<file path="src/rtl/uart_tx_peripheral.sv">
// ---------------------------------------------------------------------------
// uart_tx_peripheral
//
// Memory-mapped 8N1 UART transmitter. Firmware writes bytes into a small FIFO
// over a simple valid/ready peripheral bus. A transmit FSM serialises them
// LSB-first onto uart_tx, back-to-back with no idle gap while data remains.
//
// Register map (byte addresses):
//   0x0 CONFIG  R/W  [15:0] divisor, [16] enable, [17] irq_en
//   0x4 DATA    W    push wdata[7:0]; dropped and overflow set when full
//   0x8 STATUS  R    [0] busy, [1] fifo_full, [2] fifo_empty,
//                    [3] overflow (cleared by this read), [15:8] fifo count
//
// Ports:
//   clk        system clock
//   rst_n      asynchronous active-low reset
//   bus_valid  bus request strobe
//   bus_we     1 = write, 0 = read
//   bus_addr   byte address
//   bus_wdata  write data
//   bus_rdata  read data, valid while bus_ready = 1
//   bus_ready  one-cycle acknowledge, the cycle after the request
//   uart_tx    serial output, idle high
//   tx_irq     level interrupt: irq_en and transmitter fully drained
// ---------------------------------------------------------------------------
module uart_tx_peripheral #(
  parameter int unsigned FIFO_DEPTH  = 8,
  parameter logic [15:0] DEFAULT_DIV = 16'd3
) (
  input  logic        clk,
  input  logic        rst_n,
  input  logic        bus_valid,
  input  logic        bus_we,
  input  logic [3:0]  bus_addr,
  input  logic [31:0] bus_wdata,
  output logic [31:0] bus_rdata,
  output logic        bus_ready,
  output logic        uart_tx,
  output logic        tx_irq
);

  localparam int unsigned AW = $clog2(FIFO_DEPTH);
  localparam int unsigned CW = AW + 1;

  localparam logic [3:0] ADDR_CONFIG = 4'h0;
  localparam logic [3:0] ADDR_DATA   = 4'h4;
  localparam logic [3:0] ADDR_STATUS = 4'h8;

  typedef enum logic [1:0] {
    IDLE,
    START,
    DATA,
    STOP
  } state_t;

  // Configuration and status
  logic [15:0] divisor;
  logic        enable;
  logic        irq_en;
  logic        overflow;

  // FIFO
  logic [7:0]    mem [FIFO_DEPTH];
  logic [AW-1:0] wr_ptr;
  logic [AW-1:0] rd_ptr;
  logic [CW-1:0] count;
  logic          fifo_full;
  logic          fifo_empty;
  logic          push_ok;
  logic          pop;

  // Bus decode
  logic        access;
  logic        wr_data;
  logic        rd_status;
  logic [31:0] rdata_mux;
  logic        unused_wdata;

  // Transmit FSM
  state_t      state, state_nx;
  logic [15:0] baud_cnt, baud_cnt_nx;
  logic [15:0] div_lat, div_lat_nx;
  logic [2:0]  bit_idx, bit_idx_nx;
  logic [7:0]  shift, shift_nx;
  logic        tx_nx;
  logic        start_frame;
  logic        baud_done;
  logic        can_start;

  // A request is taken on any cycle it is not already being acknowledged, so
  // bus_ready can never be high two cycles running.
  assign access    = bus_valid & ~bus_ready;
  assign wr_data   = access & bus_we & (bus_addr == ADDR_DATA);
  assign rd_status = access & ~bus_we & (bus_addr == ADDR_STATUS);

  assign fifo_full  = (count == CW'(FIFO_DEPTH));
  assign fifo_empty = (count == '0);
  // A pop in the same cycle frees a slot, so a push on a full FIFO still lands.
  assign push_ok    = wr_data & (~fifo_full | pop);

  assign unused_wdata = ^bus_wdata[31:18];

  // NOTE: every combinational output gets a default before the case so no
  // path leaves it unassigned, which would otherwise infer a latch.
  always_comb begin
    rdata_mux = '0;
    case (bus_addr)
      ADDR_CONFIG: rdata_mux = {14'd0, irq_en, enable, divisor};
      ADDR_STATUS: rdata_mux = {16'd0, 8'(count), 4'd0,
                                overflow, fifo_empty, fifo_full, state != IDLE};
      default:     rdata_mux = '0;
    endcase
  end

  // NOTE: state registers use non-blocking assignments so every flop samples
  // pre-edge values, independent of process evaluation order.
  always_ff @(posedge clk or negedge rst_n) begin
    if (!rst_n) begin
      bus_ready <= 1'b0;
      bus_rdata <= '0;
      divisor   <= DEFAULT_DIV;
      enable    <= 1'b0;
      irq_en    <= 1'b0;
      overflow  <= 1'b0;
    end else begin
      bus_ready <= access;
      bus_rdata <= (access && !bus_we) ? rdata_mux : '0;
      if (access && bus_we && bus_addr == ADDR_CONFIG) begin
        divisor <= bus_wdata[15:0];
        enable  <= bus_wdata[16];
        irq_en  <= bus_wdata[17];
      end
      if (wr_data && !push_ok) begin
        overflow <= 1'b1;
      end else if (rd_status) begin
        overflow <= 1'b0;
      end
    end
  end

  // NOTE: the FIFO storage has no reset; the pointers and count alone define
  // which entries are valid, so clearing the array would be wasted logic.
  always_ff @(posedge clk) begin
    if (push_ok) begin
      mem[wr_ptr] <= bus_wdata[7:0];
    end
  end

  // Pointers wrap naturally because FIFO_DEPTH is a power of two.
  always_ff @(posedge clk or negedge rst_n) begin
    if (!rst_n) begin
      wr_ptr <= '0;
      rd_ptr <= '0;
      count  <= '0;
    end else begin
      if (push_ok) wr_ptr <= wr_ptr + AW'(1);
      if (pop)     rd_ptr <= rd_ptr + AW'(1);
      case ({push_ok, pop})
        2'b10:   count <= count + CW'(1);
        2'b01:   count <= count - CW'(1);
        default: count <= count;
      endcase
    end
  end

  assign baud_done = (baud_cnt == 16'd0);
  assign can_start = enable & ~fifo_empty;
  assign pop       = start_frame;

  always_comb begin
    state_nx    = state;
    baud_cnt_nx = baud_cnt;
    div_lat_nx  = div_lat;
    bit_idx_nx  = bit_idx;
    shift_nx    = shift;
    start_frame = 1'b0;
    tx_nx       = 1'b1;

    case (state)
      IDLE: begin
        start_frame = can_start;
      end
      START: begin
        if (baud_done) begin
          state_nx    = DATA;
          baud_cnt_nx = div_lat;
          bit_idx_nx  = 3'd0;
        end else begin
          baud_cnt_nx = baud_cnt - 16'd1;
        end
      end
      DATA: begin
        if (baud_done) begin
          baud_cnt_nx = div_lat;
          if (bit_idx == 3'd7) begin
            state_nx = STOP;
          end else begin
            bit_idx_nx = bit_idx + 3'd1;
          end
        end else begin
          baud_cnt_nx = baud_cnt - 16'd1;
        end
      end
      STOP: begin
        if (baud_done) begin
          // Chain straight into the next start bit when more data is queued.
          start_frame = can_start;
          state_nx    = IDLE;
        end else begin
          baud_cnt_nx = baud_cnt - 16'd1;
        end
      end
      default: state_nx = IDLE;
    endcase

    // Divisor is captured per frame so CONFIG writes never stretch a frame.
    if (start_frame) begin
      state_nx    = START;
      baud_cnt_nx = divisor;
      div_lat_nx  = divisor;
      shift_nx    = mem[rd_ptr];
    end

    // uart_tx is registered from the next state to keep the pad glitch-free.
    case (state_nx)
      START:   tx_nx = 1'b0;
      DATA:    tx_nx = shift_nx[bit_idx_nx];
      default: tx_nx = 1'b1;
    endcase
  end

  always_ff @(posedge clk or negedge rst_n) begin
    if (!rst_n) begin
      state    <= IDLE;
      baud_cnt <= '0;
      div_lat  <= '0;
      bit_idx  <= '0;
      shift    <= '0;
      uart_tx  <= 1'b1;
      tx_irq   <= 1'b0;
    end else begin
      state    <= state_nx;
      baud_cnt <= baud_cnt_nx;
      div_lat  <= div_lat_nx;
      bit_idx  <= bit_idx_nx;
      shift    <= shift_nx;
      uart_tx  <= tx_nx;
      tx_irq   <= irq_en & fifo_empty & (state == IDLE);
    end
  end

endmodule

</file>
<file path="config.mk">
export PLATFORM = sky130hd
export DESIGN_NAME = uart_tx_peripheral
export DESIGN_NICKNAME = d
export VERILOG_FILES = /design/src/rtl/uart_tx_peripheral.sv
export SDC_FILE = /design/constraint.sdc
export NUM_CORES = 1
export LEC_CHECK = 0
export ABC_CLOCK_PERIOD_IN_PS = 4800
export BUFFER_PORTS_ARGS = -buffer_cell sky130_fd_sc_hd__buf_2
export CELL_PAD_IN_SITES_DETAIL_PLACEMENT = 1
export CELL_PAD_IN_SITES_GLOBAL_PLACEMENT = 2
export CORE_AREA = 2 2 111 167
export DETAILED_ROUTE_END_ITERATION = 6
export DIE_AREA = 0 0 113 169
export PLACE_DENSITY_LB_ADDON = 0.1
export SYNTH_ARGS = -nofsm -noshare
export SYNTH_HDL_FRONTEND = slang
export SYNTH_SLANG_ARGS = --single-unit
</file>
<file path="constraint.sdc">
create_clock -name clk -period 4.8 [get_ports clk]
set_input_delay 1.44 -clock clk [delete_from_list [all_inputs] [get_ports clk]]
set_output_delay 1.44 -clock clk [all_outputs]
set_load 0.05 [all_outputs]
</file>
[Word-level counts from Yosys, hierarchy flattened]
Memories as Yosys holds them, arrays and structs flattened.
Index checks and enable logic that the tools add are counted.
Word-level totals
  input bits: 40
  register bits after elaboration: 109
  memories kept: 1
  bits in writable memories: 64
Cells by class
  $lt $le $gt $ge: 1
  add/subtract/negate cells: 6
  mux-type cells: 27
  eq/ne operators: 12
  bitwise gates (word level): 14
  reduce and logical (&&, ||, !) cells: 16
Memory list
  mem: depth 8, bits a word 8, rd ports 1, clocked after memory_dff 0, write ports 1, line 63  | logic [7:0] mem [FIFO_DEPTH];
Operators by type and width (count)
  $mux W16: 3
  $pmux W18 S2: 1
  $mux W32: 1
  $pmux W16 S2: 1
  $logic_not A16 Y1: 1
  $sub A16 B1 Y16 const B: 1
  $mux W2: 5
  $add A3 B1 Y3 const B: 3
  $and A1 B1 Y1: 9
  $mux W3: 3
  $eq A2 B2 Y1 const B: 4
  $eq A4 B4 Y1 const B: 2
  $logic_not A4 Y1: 2
  $mux W8: 1
  $pmux W4 S2: 1
  $eq A2 B1 Y1 const B: 3
  $mux W1: 6
  $pmux W2 S3: 1
  $pmux W3 S2: 1
  $reduce_bool A2 Y1: 3
  $add A4 B1 Y4 const B: 1
  $eq A4 B3 Y1 const B: 1
  $logic_and A1 B1 Y1: 4
  $lt A3 B4 Y1 const B: 1
  12 further kinds: 17

[Depth between registers and ports, before layout]
  depth after elaboration: 10
  gate-level depth with buffers: 12

[Worst setup path after synthesis]
No wires, ideal clock.
  kind: input-to-reg
  from: input port bus_addr[3]
  to: memory mem[2][0], enable pin
  arrival time: 3.200 ns
  buffers on the path: 1
  setup time: 0.385 ns
  setup slack: 1.215 ns
  stages on the path: 6
  path through: clkbuf_1 nor3b_1 nand3b_1 a21oi_2 nand2b_1 nor3b_1
Between the ends
  word-level cells in the longest chain between the ends: 5
RTL lines
  start, declared: line 34  | input logic [3:0] bus_addr,
  $eq A4 B3 Y1: line 93  | assign wr_data = access & bus_we & (bus_addr == ADDR_DATA);
  $and A1 B1 Y1: line 93
  $and A1 B1 Y1: line 99  | assign push_ok = wr_data & (~fifo_full | pop);
  $mux W1: line 144  | if (push_ok) begin
  $mux W1 (implied by the code): line 145  | mem[wr_ptr] <= bus_wdata[7:0];
  end, declared: line 63
Every way passes these cells.

[Worst setup path in the final report]
  from: register baud_cnt[12]
  to: register count[2]
Between the ends
  word-level cells in the longest chain between the ends: 7
RTL lines
  start, declared: line 81  | logic [15:0] baud_cnt, baud_cnt_nx;
  start signal, assigned: line 243  | baud_cnt <= baud_cnt_nx;
  $logic_not A16 Y1 *: line 166  | assign baud_done = (baud_cnt == 16'd0);
  $mux W1 *: line 205  | if (baud_done) begin
  $pmux W1 S2 *: line 179  | case (state)
  $or A1 B1 Y1: line 99
  $and A1 B1 Y1: line 99
  $eq A2 B1 Y1 / $eq A2 B2 Y1 (equally long branches): line 158  | case ({push_ok, pop})
  $pmux W4 S2 / $reduce_bool A2 Y1 (equally long branches)
  end signal, assigned: line 159  | 2'b10: count <= count + CW'(1);
  end signal, assigned: line 160  | 2'b01: count <= count - CW'(1);
  end signal, assigned: line 161  | default: count <= count;
  end, declared: line 66  | logic [CW-1:0] count;
Every way passes the cells marked *; elsewhere a longest branch is shown, timed or not.
A chain may end at the register's enable or synchronous reset.

==> impl_metrics.json <==
{
  "status": "complete, but fails checks",
  "violations": "design-rule violations",
  "fin_cells": 829,
  "drv.max_cap_violation_count": 0,
  "cts.hold.buffers_added": 0,
  "hold_slack_ns": 0.4388,
  "antenna-diode-count": 0,
  "detail_route.wirelength_mm": 15.92,
  "port_buffers": 46,
  "route.detailed.drc": 4,
  "dp.final_hpwl_mm": 11.37,
  "grt_antenna_before_repair": 0,
  "synth_seq_area_share_pct": 61.92,
  "timing.critical_path.fanout_max": 17,
  "p_sw_share_pct": 33.71,
  "ff2ff_path_depth": 10,
  "netlist_top_cells_area": "sky130_fd_sc_hd__dfrtp_1 (33%), sky130_fd_sc_hd__edfxtp_1 (28%), sky130_fd_sc_hd__mux4_2 (5.2%), sky130_fd_sc_hd__nand2_1 (4.8%), sky130_fd_sc_hd__mux2_2 (3.6%)",
  "ys_dominant_reg_cell": "sky130_fd_sc_hd__dfrtp_1",
  "clk_path_buf_depth": 2,
  "ys_warn_count": 0,
  "internal_power_w": 0.002794,
  "average_detailed_routed_wire_length_per_instance_um": 19.20,
  "worst_pin_slew_ns": 0.9701,
  "post_synth_cell_types": 56,
  "worst_slew_margin_rel_pct": 35.08,
  "top_level_ports": 75,
  "postLayoutCoreUtil_pct": 45.20,
  "timing.final.crit_period_ns": 3.426,
  "design.core.area_um2": 17720,
  "synth_seq_cells": 159,
  "report.final.setup_viol": 0,
  "fillerInstances": 1842,
  "share_clk_of_total_power_pct": 31.5,
  "power.density_nw_per_um2": 526.2,
  "routabilityCongestion": 0.7668,
  "critical-path-slowest-cell": "sky130_fd_sc_hd__or4_4",
  "crit_path_start": "baud_cnt[12]",
  "areaGrowthSynthToFinish_pct": 15.23,
  "cts_resized": 0,
  "r2r_end": "count[2]",
  "crit_path_frequent_cell": "sky130_fd_sc_hd__xnor2_1",
  "sequentialPowerShare_pct": 45.3,
  "cts_root_buffer": "sky130_fd_sc_hd__clkbuf_16",
  "fp.dieArea_um2": 19100,
  "min_path_type": "flip-flop to flip-flop",
  "crit-reg2reg-launch": "baud_cnt[12]",
  "final-seq-area_um2": 4303,
  "maximum_number_of_pins_on_one_net_before_global_route_repair": 37,
  "crit_chain": "or4_4, or3b_4, o31ai_4, buf_4, nand2_1, xnor2_1, ha_1, nor3_1, a21oi_1, xnor2_1",
  "worst_ir_drop_vdd_v": 0.0002372,
  "critPathRequiredTime_ns": 5.11,
  "cts_num_sinks": 159,
  "worst_setup_path_end_kind": "flip-flop",
  "fmaxAchievable_ghz": 0.2919,
  "layout_worst_path_cycle_share_pct": 71.37,
  "worst_setup_ep": "count[2]",
  "setup_total_negative_slack_ns": 0,
  "worst_path_largest_cell_delay_ns": 0.59,
  "postSynth.asyncResetShare_pct": 59.75,
  "hold_viol_final": 0,
  "post_synth.cell_area_avg_um2": 12.82,
  "timing.critical_path.from_type": "flip-flop",
  "placedCellCount": 797,
  "die_width_um": 113,
  "initial_utilization_pct": 39.22,
  "drtAntennaViolNets": 0,
  "timing.final.max_slew_violations": 0,
  "globalRoute.totalOverflow": 0,
  "layout-drive-gt1-share_pct": 24.02,
  "path_clk_slew_ns": 0.07,
  "number_of_global_route_vias_before_repair": 4864,
  "drt-vias-per-instance": 5.248,
  "post_cts_buffers": 0,
  "grt_use_total_pct": 18.17,
  "htree_num_levels": 4,
  "clock_skews_ns": 0.007015,
  "initialDrtViolationCount": 177,
  "grt_pass1_wl_mm": 26.46,
  "setup_repair_after_global_routing_missed_its_margin": "no",
  "first_pass_iters": 6,
  "cp_data_arrival_time_ns": 3.74,
  "clk-insertion-delay-late_ns": 0.43,
  "cts-buffers-inserted": 17,
  "tritoncts": "built",
  "fin_nets": 649,
  "fp.dieH_um": 169,
  "mappedNetlistArea_um2": 6949,
  "share_comb_of_total_power_pct": 23.2,
  "core.rowCount": 60,
  "post-synth-top-area-fraction_pct": 33.13,
  "number_of_enable_type_register_cells_in_the_synthesized_netlist": 64,
  "synthDominantAreaCellType": "sky130_fd_sc_hd__dfrtp_1",
  "switchingPower_w": 0.001420,
  "multi_input_gate_area_in_the_final_layout_um2": 2470,
  "dr_total_vias": 4351,
  "timing_worst_setup_path_type": "flip-flop to flip-flop",
  "post_synth_inst_count": 542,
  "rrSetupSlack_ns": 1.37,
  "cellLeakagePower_nw": 3.436
}
-- layout make-up --
class	instances	share of cell area [%]
inverters	7	0.3281
flip-flops and latches	159	53.73
multi-input cells	353	30.84
well taps	217	3.391
clock inverters	15	2.078
repair buffers	61	4.312
clock buffers	17	5.313
-- cells by family after synthesis --
logic type / share of synthesized area [%]
AND/OR/NAND/NOR: 12.60
adder cells (fa/ha/maj): 1.801
flip-flops: 61.92
XOR/XNOR: 1.890
buffers and inverters: 3.241
AO/OA/AOI/OAI: 7.004
other: 0.05396
multiplexers: 11.49
-- cell usage after synthesis (all sizes together) (2+ instances only) --
cell,n
nor3,12
nor2b,4
o211ai,9
xor2,5
dfstp,3
inv,7
o31ai,2
and2,12
nand3,7
dfrtp,92
edfxtp,64
a21oi,10
xnor2,10
clkbuf,13
mux2i,16
nor2,32
or4,5
a211oi,5
and3,3
buf,23
nand2b,4
ha,10
nand2,89
a31oi,3
mux2,24
mux4,16
or2,2
nor4,2
o311ai,3
a22oi,3
o21ai,31
nor3b,9
-- power groups by stage --
stage               clock network (W)  registers [W]  logic (W)
detailed placement                  0        0.00194   0.000995
finish                        0.00133        0.00191   0.000976
global route                  0.00142        0.00196    0.00111
floorplan                           0        0.00181   0.000807
CTS                           0.00137        0.00192    0.00100
global placement                    0        0.00192   0.000961
-- through the flow --
step           worst slack [ns]  power [W]  cell area, um2
2_1_floorplan             1.215   0.002620            6998
3_3_place_gp              1.320   0.002885            7416
3_5_place_dp              1.162   0.002935            7416
4_1_cts                   1.330   0.004287            8008
5_1_grt                   1.198   0.004484            8008
6_report                  1.374   0.004214            8008
-- per-layer routing --
layer	track usage [%]	wire (um)	vias to the layer above
li1	-	-	2036
met1	21.69	6538	2251
met2	32.57	8737	44
met3	3.187	334	20
met4	6.787	306	0
met5	0	0	-
-- cells in the final DEF, fill, tap and decap left out, types with 17 or more instances in the layout --
cell type / synthesis / layout
sky130_fd_sc_hd__nor2_1: 32 / 32
sky130_fd_sc_hd__nand2_1: 88 / 88
sky130_fd_sc_hd__buf_2: 3 / 45
sky130_fd_sc_hd__o21ai_0: 26 / 26
sky130_fd_sc_hd__mux2_2: 22 / 22
sky130_fd_sc_hd__dfrtp_1: 92 / 92
sky130_fd_sc_hd__clkbuf_16: 0 / 17
sky130_fd_sc_hd__edfxtp_1: 64 / 64
-- state kept, by name (all words and copies together) (netlist names), 2 cells and up --
signal / count
rd_ptr: 3
div_lat: 16
divisor: 16
count: 4
bus_rdata: 18
shift: 8
state: 2
baud_cnt: 16
mem: 64
wr_ptr: 3
bit_idx: 3
-- how the worst min path moves through the flow --
stage / from / end / cells after the start
final: bus_ready / bus_ready / 1
after floorplan: div_lat[12] / div_lat[12] / 2
after global routing: bus_ready / bus_ready / 1
after global placement: bus_ready / bus_ready / 1
after CTS: bus_ready / bus_ready / 1
after detailed placement: bus_ready / bus_ready / 1
-- worst max-delay path: cells and delay by family, from the launching register on --
family | cells | cell delay [ns]
flip-flops | 1 | 0.43
XOR/XNOR | 2 | 0.28
AND/OR/NAND/NOR | 4 | 1.35
AO/OA/AOI/OAI | 2 | 0.67
adder cells (fa/ha/maj) | 1 | 0.20
buffers and inverters | 1 | 0.37
No activity file was read; power rests on OpenSTA's default activity.
